### config.mk
export PLATFORM = sky130hd
export DESIGN_NAME = reg_file_sb
export DESIGN_NICKNAME = d
export VERILOG_FILES = /design/src/rtl/reg_file_sb.sv
export SDC_FILE = /design/constraint.sdc
export NUM_CORES = 2
export LEC_CHECK = 0
export CORE_ASPECT_RATIO = 1.2
export CORE_MARGIN = 2
export CORE_UTILIZATION = 57
export CTS_CLUSTER_DIAMETER = 120
export DETAILED_ROUTE_END_ITERATION = 10
export PLACE_DENSITY = 0.74
export SLEW_MARGIN = 25
export SYNTH_ARGS = -nofsm -noshare
export SYNTH_HDL_FRONTEND = slang
export SYNTH_SLANG_ARGS = --single-unit
### constraint.sdc
create_clock -name clk_i -period 5.1 [get_ports clk_i]
set_clock_uncertainty 0.2 [all_clocks]
set_input_delay 0.765 -clock clk_i [delete_from_list [all_inputs] [get_ports clk_i]]
set_output_delay 0.765 -clock clk_i [all_outputs]
set_load 0.02 [all_outputs]
### src/rtl/reg_file_sb.sv
// Integer register file with NUM_RD combinational read ports, one write port and a
// per-register busy scoreboard for RAW hazard detection. Define REG_FILE_SB_BYPASS_EN to forward write data to reads.
module reg_file_sb #(
  parameter int ADDR_WDTH = 5,
  parameter int DATA_WDTH = 32,
  parameter int NUM_RD    = 2
) (
  input  logic                          clk_i,
  input  logic                          rst_ni,
  input  logic [NUM_RD*ADDR_WDTH-1:0]   rd_ad_i,
  output logic [NUM_RD*DATA_WDTH-1:0]   rd_o,
  output logic [NUM_RD-1:0]             rd_busy_o,
  input  logic                          we_i,
  input  logic [ADDR_WDTH-1:0]          wr_ad_i,
  input  logic [DATA_WDTH-1:0]          wr_d_i,
  input  logic                          rsv_i,
  input  logic [ADDR_WDTH-1:0]          rsv_ad_i,
  input  logic                          flush_i,
  output logic [ADDR_WDTH:0]            busy_cnt_o,
  output logic                          any_busy_o
);

  localparam int DEPTH = 2 ** ADDR_WDTH;

  logic [DATA_WDTH-1:0] regs_q [DEPTH];
  logic [DEPTH-1:0]     busy_q;
  logic [DEPTH-1:0]     busy_d;
  logic [ADDR_WDTH:0]   cnt_q;
  logic [ADDR_WDTH:0]   cnt_d;
  logic                 wr_ok;
  logic                 rsv_ok;

  assign wr_ok  = we_i && (wr_ad_i != '0);
  assign rsv_ok = rsv_i && (rsv_ad_i != '0);

  // Later assignments win: flush over reserve over write-retire.
  always_comb begin
    busy_d = busy_q;
    if (wr_ok)   busy_d[wr_ad_i]  = 1'b0;
    if (rsv_ok)  busy_d[rsv_ad_i] = 1'b1;
    if (flush_i) busy_d = '0;
    busy_d[0] = 1'b0;
  end

  always_comb begin
    cnt_d = '0;
    for (int i = 0; i < DEPTH; i++) begin
      cnt_d = cnt_d + {{ADDR_WDTH{1'b0}}, busy_d[i]};
    end
  end

  always_ff @(posedge clk_i or negedge rst_ni) begin
    if (!rst_ni) begin
      busy_q <= '0;
      cnt_q  <= '0;
    end else begin
      busy_q <= busy_d;
      cnt_q  <= cnt_d;
    end
  end

  always_ff @(posedge clk_i or negedge rst_ni) begin
    if (!rst_ni) begin
      for (int i = 0; i < DEPTH; i++) regs_q[i] <= '0;
    end else if (wr_ok) begin
      regs_q[wr_ad_i] <= wr_d_i;
    end
  end

  assign busy_cnt_o = cnt_q;
  assign any_busy_o = (cnt_q != '0);

  for (genvar k = 0; k < NUM_RD; k++) begin : g_rd
    logic [ADDR_WDTH-1:0] ra;
    logic [DATA_WDTH-1:0] rdata;
    logic                 rbusy;

    assign ra = rd_ad_i[k*ADDR_WDTH +: ADDR_WDTH];

    always_comb begin
      rdata = (ra == '0) ? '0 : regs_q[ra];
      rbusy = busy_q[ra];
`ifdef REG_FILE_SB_BYPASS_EN
      // A retiring write frees the register unless it is re-reserved this same cycle.
      if (wr_ok && (wr_ad_i == ra)) begin
        rdata = wr_d_i;
        rbusy = rsv_i && (rsv_ad_i == ra);
      end
`endif
    end

    assign rd_o[k*DATA_WDTH +: DATA_WDTH] = rdata;
    assign rd_busy_o[k]                   = rbusy;
  end

endmodule

# Word-level counts from Yosys, hierarchy flattened
# Cells that the tools add are included.
# classes
add_sub_neg	30
order_cmp	10
mux	22
n_bitwise	6
reduce_logical	10
# op_table
operator	n
1024-bit bitwise mux	1
32-bit binary-select mux with 5-bit select	2
32-bit two-way mux	10
32-bit demux with 5-bit select	1
6-bit by 1-bit adder with 6-bit output	25
32-bit AND	1
32-bit inverter	1
32-bit bitwise OR	1
5-bit by 6-bit less-than comparator with 1-bit output (second input constant)	4
6-bit >= comparator (second input constant)	3
5-bit inverter with 6-bit output	3
1-bit binary-select mux with 5-bit select	2
1-bit demux with 5-bit select	2
5-bit by 1-bit >= comparator with 1-bit output (second input constant)	2
5-bit logical NOT	2
5-bit nonzero test	2
5-bit by 1-bit adder with 6-bit output	1
6-bit by 1-bit less-than comparator with 1-bit output (second input constant)	1
6-bit nonzero test	1
4-bit by 1-bit adder with 5-bit output	1
1-bit logical AND	5
3-bit by 1-bit adder with 4-bit output	1
1-bit two-way mux	4
2-bit by 1-bit adder with 3-bit output	1
1-bit by 1-bit adder with 2-bit output	1
# word_totals
register_bits	1061
in_bits	57

# Depth between registers and ports, before layout
# depth
ltp_word	40
depth_mapped	21
ltp_nobuf	19

# Worst setup path after synthesis
# OpenSTA, ideal clock, no wires.
# synth_path
path_kind	input to register
from	input wr_ad_i[1]
to	register cnt_q[4] (netlist: busy_cnt_o[4])
setup_time_ps	80
t_arrival_ps	6050
required_ps	4820
setup_slack_ps	-1230
path_stages	18
n_path_buf	2
cell_sequence	and3b_1 -> clkbuf_1 -> nand2_1 -> buf_1 -> nand2_1 -> a21o_1 -> fa_1 -> fa_1 -> fa_1 -> fa_1 -> fa_1 -> inv_1 -> fa_1 -> fa_1 -> fa_1 -> a21o_1 -> a21oi_1 -> xnor2_1
# synth_between
elab_chain_cells	40
# synth_rtl
element	line	text
from (decl)	14	input logic [ADDR_WDTH-1:0] wr_ad_i,
5-bit by 6-bit less-than comparator with 1-bit output (not written as such) / 5-bit by 1-bit >= comparator with 1-bit output (equally long branches)	39	if (wr_ok) busy_d[wr_ad_i] = 1'b0;
1-bit logical AND (not written as such)	39	
1-bit two-way mux (not written as such)	39	
1-bit demux with 5-bit select	39	
32-bit inverter (no line)	n/a	
32-bit AND (no line)	n/a	
32-bit two-way mux (*)	39	
32-bit bitwise OR (no line)	n/a	
[2 not listed]	n/a	
1-bit by 1-bit adder with 2-bit output	48	cnt_d = cnt_d + {{ADDR_WDTH{1'b0}}, busy_d[i]};
2-bit by 1-bit adder with 3-bit output	48	
3-bit by 1-bit adder with 4-bit output	48	
4-bit by 1-bit adder with 5-bit output	48	
5-bit by 1-bit adder with 6-bit output	48	
6-bit by 1-bit adder with 6-bit output (24 in series)	48	
6-bit by 1-bit adder with 6-bit output (*)	48	
named net cnt_d[4]	29	logic [ADDR_WDTH:0] cnt_d;
to (signal assigned)	58	cnt_q <= cnt_d;
to (decl)	28	logic [ADDR_WDTH:0] cnt_q;
# Mark *: on every way through the listed nets, which the timed path passes. The rest lies on a longest branch.
# A chain may end at the register's enable or synchronous reset.

# Worst setup path in the final report
# layout_path
from	input rsv_ad_i[2]
to	register cnt_q[2] (netlist: busy_cnt_o[2])
# layout_between
elab_chain_cells	37
# layout_rtl
element	line	text
from (decl)	17	input logic [ADDR_WDTH-1:0] rsv_ad_i,
5-bit by 6-bit less-than comparator with 1-bit output (not written as such) / 5-bit by 1-bit >= comparator with 1-bit output (equally long branches)	40	if (rsv_ok) busy_d[rsv_ad_i] = 1'b1;
1-bit logical AND (not written as such)	40	
1-bit two-way mux (not written as such)	40	
1-bit demux with 5-bit select	40	
32-bit bitwise OR (no line)	n/a	
32-bit two-way mux (*)	40	
32-bit two-way mux (*)	41	if (flush_i) busy_d = '0;
1-bit by 1-bit adder with 2-bit output	48	
2-bit by 1-bit adder with 3-bit output	48	
3-bit by 1-bit adder with 4-bit output	48	
4-bit by 1-bit adder with 5-bit output	48	
5-bit by 1-bit adder with 6-bit output	48	
6-bit by 1-bit adder with 6-bit output (24 in series)	48	
6-bit by 1-bit adder with 6-bit output (*)	48	
named net cnt_d[2]	29	
# Marks and branches as above.

==> metrics.cfg <==
[yosys]
netlist_instances = 3765
ys_seq_area_share_pct = 46.5
ys_warn_count = 0
syn_nets = 3852
syn_area_per_cell_um2 = 15.2
syn_area_mm2 = 0.0571
ys_ff_latch = 1061
synthDistinctLibCells = 47

[sta]
fmax_mhz = 186
rsz0062_at_grt = true
finalSetupViolCount = 5
hold_viol_final = 0
max_slew.worst_pin.slew_ns = 1.14
slew_headroom_pct = 24.3
finalCritPeriodShare_pct = 105
fin_ws_ns = -0.265
fin_crit_ns = 5.36
slew_violations = 0
final.setup.tns_ns = -0.950

[critical_path]
crit_type = in -> reg
end_kind = flop
reg2reg_to = busy_cnt_o[2]$_DFF_PN0_
cp-start-kind = input port
r2r_start = busy_q[28]$_DFF_PN0_
crit_path_max_fanout = 6
required_ns = 5.48
critPathArrivalTime_ns = 5.75
r2r_slack_ns = -0.04
r2r_cells = 14

[layout]
post-route-util_pct = 65.2
fillers = 6985
nNetsFinal = 3934
drive_above_1_share_pct = 55.3
syn_to_final_growth_pct = 13.8
fin_cells = 5229

[floorplan]
dieArea_mm2 = 0.103
coreArea_mm2 = 0.0996
die_y_um = 351
num_rows = 127
die_w_um = 293
io_pins = 130
start_util_pct = 57.3

[detailed_routing]
drc = 0
routed_wl_um = 175000
routed_via_density = 7.16
dr.pass1.iters = 7
drt_iter0_drc = 3987
ant_nets = 0
route.vias.total = 37400
wl_per_cell_um = 33.5

[global_routing]
grt_use_total_pct = 34.4
antenna_found_initial = 11
grt_pass1_vias = 38600
grt_pass1_wl_um = 259000
grt_max_degree = 109
grt-ovfl-total = 0

[power_and_ir_drop]
p_leak_nw = 28.0
vdd_drop_max_mv = 0.349
p_per_area_mw_per_mm2 = 379

[clock_network]
clkSinkCount = 1061
cts_root_buffer = clkbuf_16
cts_tree = built
cts.htree.levels = 3
clk_path_buf_depth = 3
numCtsBuffers = 110
clk-insertion-delay-late_ns = 0.69
clk_pin_slew_ns = 0.06

[run]
maxCapViolations = 0

[min_path]
min_path_type = reg -> reg
min_to = regs_q[1000]$_DFFE_PN0P_
hp-start = regs_q[1000]$_DFFE_PN0P_
whs_path_depth = 0

[run_status]
status = finished, violations left
violations = negative setup slack

[placement]
io_buffers = 129
dp_hpwl_um = 104000
gp_congestion = 0.868
dp_cells = 5008

[sequential cells by signal, summed over array words and instances (netlist names)]
name and cells:
busy_cnt_o 6, regs_q 1024, busy_q 31
[report_power, final]
group	switching [mW]	internal (mW)	leakage, nW	total [mW]
sequential	1.20	9.97	13.6	11.2
clock	3.47	4.80	1.81	8.28
combinational	2.06	3.15	12.6	5.21
total	6.73	17.9	28.0	24.7
[synthesized netlist by cell type (all sizes together)]
| cell type | instances | area share (%) |
|---|---|---|
| nor2b | 11 | 0.12 |
| o21a | 1 | 0.013 |
| clkinv | 1 | 0.0066 |
| ha | 7 | 0.15 |
| a311oi | 32 | 0.49 |
| nor3b | 5 | 0.066 |
| or4 | 1 | 0.013 |
| xor2 | 1 | 0.015 |
| inv | 16 | 0.11 |
| a2111oi | 1 | 0.015 |
| a221oi | 93 | 1.4 |
| o21ai | 82 | 0.72 |
| a21oi | 29 | 0.25 |
| clkbuf | 278 | 1.8 |
| mux2 | 1089 | 21 |
| a21o | 29 | 0.38 |
| mux2i | 130 | 2.3 |
| nand2 | 55 | 0.36 |
| buf | 152 | 1.5 |
| a32oi | 1 | 0.015 |
| nand3 | 7 | 0.061 |
| nand3b | 6 | 0.079 |
| and3 | 1 | 0.011 |
| dfrtp | 1061 | 47 |
| nor4 | 3 | 0.033 |
| xnor2 | 2 | 0.031 |
| or3b | 1 | 0.015 |
| nor2 | 35 | 0.23 |
| fa | 23 | 0.81 |
| nand2b | 5 | 0.055 |
| and3b | 2 | 0.031 |
| a221o | 1 | 0.018 |
| mux4 | 496 | 20 |
| a22o | 1 | 0.015 |
| a211o | 1 | 0.015 |
| or2 | 1 | 0.011 |
| a211oi | 32 | 0.42 |
| a22oi | 37 | 0.49 |
| and2 | 34 | 0.37 |
| nor3 | 2 | 0.018 |
[worst max-delay path, cell delays in order]
cell      delay [ns]
clkbuf_4        0.16
buf_4           0.15
nor3_2          0.16
buf_4           0.14
nand2_1         0.08
a21o_1          0.18
fa_1            0.55
fa_1            0.43
fa_1            0.52
fa_1            0.44
fa_1            0.51
inv_2           0.04
fa_1            0.51
fa_2            0.39
fa_2            0.34
buf_4           0.14
buf_6           0.10
xor2_1          0.14
[worst max path at each step]
stage / start / to / slack, ns / cells past startpoint
final: rsv_ad_i[2] / busy_cnt_o[2]$_DFF_PN0_ / -0.26 / 18
after global routing: wr_ad_i[0] / busy_cnt_o[4]$_DFF_PN0_ / -0.42 / 19
after CTS: wr_ad_i[3] / busy_cnt_o[4]$_DFF_PN0_ / -0.39 / 19
after detailed placement: wr_ad_i[0] / busy_cnt_o[4]$_DFF_PN0_ / -1.48 / 19
after global placement: wr_ad_i[0] / busy_cnt_o[4]$_DFF_PN0_ / -1.41 / 17
after floorplan: wr_ad_i[1] / busy_cnt_o[4]$_DFF_PN0_ / -0.78 / 18
[final cells by class]
cell class	instances	area, µm²	share of cell area (%)
Multi-Input combinational cell	2257	29100	44.8
Sequential cell	1061	26600	40.9
Timing Repair Buffer	400	3950	6.08
Clock buffer	164	3290	5.06
Tap cell	1290	1610	2.48
Clock inverter	37	418	0.643
Inverter	17	66.3	0.102
Antenna cell	3	7.51	0.0116
[cell usage in the layout, fill, tap and decap left out, types with 37 or more instances in the layout]
cell                n
a221oi_1           93
a22oi_1            37
buf_12             58
buf_4             227
clkbuf_16         114
clkdlybuf4s50_1    73
dfrtp_1          1061
mux2_2           1089
mux2i_1           130
mux4_2            496
o21ai_0            74
[stage by stage]
| step | hold slack, ns | worst slack [ns] | total power [mW] | instance area [µm²] |
|---|---|---|---|---|
| after floorplan | 0.225 | -0.781 | 14.7 | 57300 |
| final | 0.174 | -0.265 | 24.7 | 65000 |
| after global routing | 0.189 | -0.423 | 25.6 | 65000 |
| after detailed placement | 0.163 | -1.48 | 16.4 | 61000 |
| after global placement | 0.161 | -1.41 | 16.2 | 61000 |
| after CTS | 0.178 | -0.389 | 24.7 | 64900 |
[cells by family (layout without fill, tap and decap cells)]
kind of cell               after synthesis  count (layout)  synth area share, %
buffers and inverters                  447             618                 3.42
other                                    0               3                    0
muxes                                 1715            1715                 43.3
adders and majority gates               30              30                0.960
and+or+nand+nor                        169             169                 1.48
xor gates and xnor gates                 3               3               0.0460
DFF                                   1061            1061                 46.5
AOI/OAI and AO/OA                      340             340                 4.27
[what timing repair did]
item | CTS | global route
buffers inserted | 16 | 2
endpoints found under the hold margin | 20 | 0
setup endpoints to repair | 6 | 5
hold buffers | 1 | 0
pin swaps | 36 | 32
resized for setup | 78 | 36
[per-layer routing]
| metal | vias to the layer above | global-route usage (%) | share of wire (%) |
|---|---|---|---|
| li1 | 14800 | - | - |
| met1 | 20100 | 47.7 | 40 |
| met2 | 2023 | 53.3 | 47 |
| met3 | 469 | 7.82 | 9.3 |
| met4 | 16 | 13.9 | 4.4 |
| met5 | - | 0 | 0.056 |
No activity file was read; power rests on OpenSTA's default activity.
